File: config.mk
export PLATFORM = sky130hd
export DESIGN_NAME = reg_write_arbiter
export DESIGN_NICKNAME = d
export VERILOG_FILES = /design/src/rtl/reg_write_arb_pkg.sv /design/src/rtl/reg_write_arbiter_rr_arbiter_2.sv /design/src/rtl/reg_write_arbiter.sv
export SDC_FILE = /design/constraint.sdc
export NUM_CORES = 1
export LEC_CHECK = 0
export BUFFER_PORTS_ARGS = -buffer_cell sky130_fd_sc_hd__buf_2
export CELL_PAD_IN_SITES_DETAIL_PLACEMENT = 1
export CELL_PAD_IN_SITES_GLOBAL_PLACEMENT = 1
export CORE_MARGIN = 4
export CORE_UTILIZATION = 34
export CTS_BUF_LIST = sky130_fd_sc_hd__clkbuf_4 sky130_fd_sc_hd__clkbuf_8
export DETAILED_ROUTE_END_ITERATION = 10
export PLACE_DENSITY = 0.92
export REMOVE_ABC_BUFFERS = 1
export SETUP_SLACK_MARGIN = 0.15
export SYNTH_ARGS = -nofsm -noshare
export SYNTH_HDL_FRONTEND = slang
export SYNTH_SLANG_ARGS = --single-unit
File: constraint.sdc
create_clock -name clk -period 2.9 [get_ports clk]
set_clock_uncertainty 0.05 [all_clocks]
set_input_delay 0.58 -clock clk [delete_from_list [all_inputs] [get_ports clk]]
set_output_delay 0.58 -clock clk [all_outputs]
set_load 0.02 [all_outputs]
File: src/rtl/reg_write_arb_pkg.sv
// Shared constants for the register-file write-port arbiter.
// Optional bypass feature is enabled by RF_WRITE_BYPASS_EN.
package reg_write_arb_pkg;

  localparam int DATA_WIDTH = 32;
  localparam int ADDR_WIDTH = 5;

  localparam logic [4:0] ZERO_REG = 5'd0;

  localparam logic REQ_ALU = 1'b0;
  localparam logic REQ_MEM = 1'b1;

endpackage

File: src/rtl/reg_write_arbiter_rr_arbiter_2.sv
// Two-request round-robin arbiter with one-hot grant.
// The priority pointer flips to the loser after every grant.
module rr_arbiter_2 (
  input  logic       clk,
  input  logic       reset,
  input  logic       hold_i,
  input  logic [1:0] req_i,
  output logic [1:0] gnt_o
);

  import reg_write_arb_pkg::*;

  logic prio_q;
  logic prio_d;

  always_comb begin
    gnt_o = 2'b00;
    if (!reset && !hold_i) begin
      unique case (1'b1)
        (req_i == 2'b11): gnt_o = prio_q ? 2'b10 : 2'b01;
        (req_i == 2'b01): gnt_o = 2'b01;
        (req_i == 2'b10): gnt_o = 2'b10;
        default:          gnt_o = 2'b00;
      endcase
    end
  end

  always_comb begin
    prio_d = prio_q;
    if (gnt_o[0]) begin
      prio_d = REQ_MEM;
    end else if (gnt_o[1]) begin
      prio_d = REQ_ALU;
    end
  end

  always_ff @(posedge clk or posedge reset) begin
    if (reset) begin
      prio_q <= REQ_ALU;
    end else begin
      prio_q <= prio_d;
    end
  end

endmodule

File: src/rtl/reg_write_arbiter.sv
// Shares the register-file write port between ALU and load paths.
// Define RF_WRITE_BYPASS_EN to add the read-side forwarding muxes.
module reg_write_arbiter #(
  parameter int DATA_WIDTH = reg_write_arb_pkg::DATA_WIDTH,
  parameter int ADDR_WIDTH = reg_write_arb_pkg::ADDR_WIDTH
) (
  input  logic                  clk,
  input  logic                  reset,
  input  logic                  hold_i,
  input  logic                  req0_valid_i,
  output logic                  req0_ready_o,
  input  logic [ADDR_WIDTH-1:0] req0_addr_i,
  input  logic [DATA_WIDTH-1:0] req0_data_i,
  input  logic                  req1_valid_i,
  output logic                  req1_ready_o,
  input  logic [ADDR_WIDTH-1:0] req1_addr_i,
  input  logic [DATA_WIDTH-1:0] req1_data_i,
  output logic                  reg_write_o,
  output logic [ADDR_WIDTH-1:0] write_register_o,
  output logic [DATA_WIDTH-1:0] write_data_o,
  output logic                  grant_o,
  output logic                  zero_drop_o
`ifdef RF_WRITE_BYPASS_EN
  ,
  input  logic [ADDR_WIDTH-1:0] read_register_1_i,
  input  logic [ADDR_WIDTH-1:0] read_register_2_i,
  input  logic [DATA_WIDTH-1:0] rf_read_data_1_i,
  input  logic [DATA_WIDTH-1:0] rf_read_data_2_i,
  output logic [DATA_WIDTH-1:0] read_data_1_o,
  output logic [DATA_WIDTH-1:0] read_data_2_o
`endif
);

  import reg_write_arb_pkg::*;

  logic [1:0]            gnt;
  logic                  xfer;
  logic                  win_id;
  logic [ADDR_WIDTH-1:0] win_addr;
  logic [DATA_WIDTH-1:0] win_data;
  logic                  win_zero;

  rr_arbiter_2 u_arb (
    .clk    (clk),
    .reset  (reset),
    .hold_i (hold_i),
    .req_i  ({req1_valid_i, req0_valid_i}),
    .gnt_o  (gnt)
  );

  assign req0_ready_o = gnt[0];
  assign req1_ready_o = gnt[1];

  // A grant is only ever given to a valid requester.
  assign xfer     = |gnt;
  assign win_id   = gnt[1] ? REQ_MEM : REQ_ALU;
  assign win_addr = gnt[1] ? req1_addr_i : req0_addr_i;
  assign win_data = gnt[1] ? req1_data_i : req0_data_i;
  assign win_zero = (win_addr == ADDR_WIDTH'(ZERO_REG));

  always_ff @(posedge clk or posedge reset) begin
    if (reset) begin
      reg_write_o      <= 1'b0;
      zero_drop_o      <= 1'b0;
      write_register_o <= '0;
      write_data_o     <= '0;
      grant_o          <= REQ_ALU;
    end else begin
      reg_write_o <= xfer && !win_zero;
      zero_drop_o <= xfer && win_zero;
      if (xfer) begin
        write_register_o <= win_addr;
        write_data_o     <= win_data;
        grant_o          <= win_id;
      end
    end
  end

`ifdef RF_WRITE_BYPASS_EN
  always_comb begin
    read_data_1_o = rf_read_data_1_i;
    read_data_2_o = rf_read_data_2_i;
    if (reg_write_o &&
        write_register_o == read_register_1_i) begin
      read_data_1_o = write_data_o;
    end
    if (reg_write_o &&
        write_register_o == read_register_2_i) begin
      read_data_2_o = write_data_o;
    end
  end
`endif

endmodule
==> summary.txt <==
Yosys
  – Synthesized area: 0.00206 sq mm
  – Post-synthesis sequential area ratio: 49.8%
  – Gate Count Post-Synth: 236
  – Avg Cell Area, Syn: 8.73 sq um
  – FF+latch count, synth: 41
  – Netlist cell types: 23
  – Yosys Warn Count: 0

Placed design
  – Dpl hpwl: 5240 um
  – Placer Congestion: 0.736
  – # placed instances: 409
  – Buffers on Ports: 120
  – Placement Setup Slack: 0.563 ns

Floorplanning
  – Die Area: 0.00737 sq mm
  – Initial Util: 35.0%
  – Die W: 85.8 um
  – Core area: 0.00589 sq mm
  – I/O pins: 121
  – Die Y: 85.8 um
  – Num rows: 28

CTS
  – H-Tree Depth: 2
  – Clk buf depth: 2
  – Post-CTS Setup Inserts: 0
  – # clock sinks: 41
  – Clk_lat worst skew: 0.28 ns
  – CTS Buf Count: 5
  – Clock root buffer: clkbuf_8
  – CTS resizes: 0
  – CTS clk-pin slew, worst paths: 0.08 ns
  – TritonCTS clock tree: built
  – # hold bufs at CTS: 0

Final layout
  – Final Util: 47.6%
  – Most frequent cells in the layout: 120 x buf_2, 41 x dfrtp_1, 37 x nand3_1, 37 x nor3_1, 37 x a31oi_1
  – Nets@finish: 420
  – Fillers: 758
  – Multi-input gate area: 906 sq um
  – Post-Layout Cell Count: 417
  – Most common cell after layout, fill and taps aside: buf_2
  – # diodes: 0
  – Sequential Area: 0.00103 sq mm
  – Area Overhead vs Synth: 36.1%
  – Layout cells sized above 1: 40.1%

Critical path
  – CP max FO: 4
  – Setup CP Type: in -> out
  – Critical path arrival: 1.68 ns
  – Crit end category: primary output
  – Critical Path RT: 2.27 ns
  – Worst Reg-to-Reg Cells: 4
  – Worst Setup Start Kind: input port

Timing
  – Final setup fails: 0
  – Sum Neg Setup Slack: 0 ns
  – Max Fclk: 432 MHz
  – Final Hold Viols: 0
  – Setup WS post-layout: 0.587 ns
  – Hold_ws: 0.453 ns
  – Slew HR: 22.8%
  – RSZ-0062 raised after global routing: no
  – Min cycle time layout: 2.31 ns
  – Worst-margin pin slew: 1.16 ns
  – Max-slew violation count: 0
  – Final worst-path cycle share: 79.8%

Hold path
  – Hold Path Depth: 1
  – Min-delay worst type: reg -> reg

Power
  – Flop pwr share: 40.3%
  – Switch Pwr: 700 uW
  – Internal power: 1220 uW
  – Leakage: 0.00127 uW
  – Pwr per Cell Area: 686 mW/mm^2
  – Part of the power in combinational logic: 34.4%
  – Switching portion of total power: 36.4%
  – Clock share of power: 25.3%
  – Peak supply drop: 0.000248 V

Route
  – Drt initial violations: 110
  – Routed WL per cell: 18.0 um
  – Post-route antenna net violation count: 0
  – Vias/cell: 5.64
  – DR pass1 iterations: 6
  – Wirelength, routed: 7500 um
  – DRC viols: 0
  – Via Count: 2,350

Global routing
  – Met2 Resource Use GR: 36.4%
  – GR peak layer: met2
  – M1 GR Usage: 25.1%
  – Gr usage total: 20.3%
  – Largest net degree at the start of global routing: 42
  – Global-route wire length before repair: 11,900 um
  – Total grt overflow: 0
  – Vias in the first global route: 2,443
  – GR Util met3: 3.94%
  – Initial antenna violation count: 0

Flow run
  – Maximum capacitance violations: 0

Outcome
  – Status: completed
==> stage by stage <==
stage | power (uW) | instance area (sq um)
global route | 2040 | 2800
CTS | 1950 | 2800
global placement | 1430 | 2680
finish | 1920 | 2800
floorplan | 1150 | 1930
detailed placement | 1460 | 2680
==> power by group through the flow <==
stage	clock network, uW	registers (uW)	logic, uW
finish	486	776	662
detailed placement	0	787	672
CTS	498	778	672
global route	524	794	719
floorplan	0	941	213
global placement	0	779	647
==> routing by layer <==
metal  wire length (um)  share of wire [%]
met5                  0                  0
met4                101                1.3
met3                488                6.5
met2               3830                 51
met1               3070                 41
==> layout make-up <==
cell class	instances	share of cell area [%]
inverters	3	0.402
flip-flops and latches	41	36.6
clock inverters	1	1.07
well taps	75	3.35
repair buffers	126	23.0
clock buffers	7	3.21
multi-input cells	164	32.3
==> cells by family after synthesis <==
logic type | share of synthesized area, %
buffers and inverters | 6.80
AO/OA/AOI/OAI | 21.8
flip-flops | 49.8
AND/OR/NAND/NOR | 21.6
==> synth_stat cells (all sizes together) <==
library cell	n	area, sq um
inv	3	11.3
buf	11	65.1
clkbuf	17	63.8
nor2	2	7.51
or3b	2	17.5
o21ai	37	185
o22ai	1	6.26
a22o	1	8.76
nor3	37	185
o32a	1	10.0
nand2	2	7.51
dfrtp	41	1030
nor2b	1	6.26
or4	2	15.0
and2	1	6.26
nor3b	1	7.51
or2	1	6.26
nand3	37	185
a21o	1	7.51
a31oi	37	231
==> critical path, cell delays in order <==
cell	delay (ns)
buf_2	0.12
or3b_1	0.39
or2_1	0.26
inv_1	0.14
buf_2	0.19
==> worst paths after layout <==
kind                                       end         start  slack (ns)
min in group asynchronous  write_register_o[3]         reset        0.47
min reg2reg                            grant_o       grant_o        0.45
max                               req1_ready_o        hold_i        0.59
max in group asynchronous      write_data_o[9]         reset        1.79
max reg2reg                   write_data_o[31]  u_arb.prio_q        1.06
min                                    grant_o       grant_o        0.45
==> flip-flops by register name, summed over array words and instances (netlist names) <==
register	cells
write_data_o	32
grant_o	1
reg_write_o	1
zero_drop_o	1
u_arb.prio_q	1
write_register_o	5
Power figures use the tool's default switching activity.
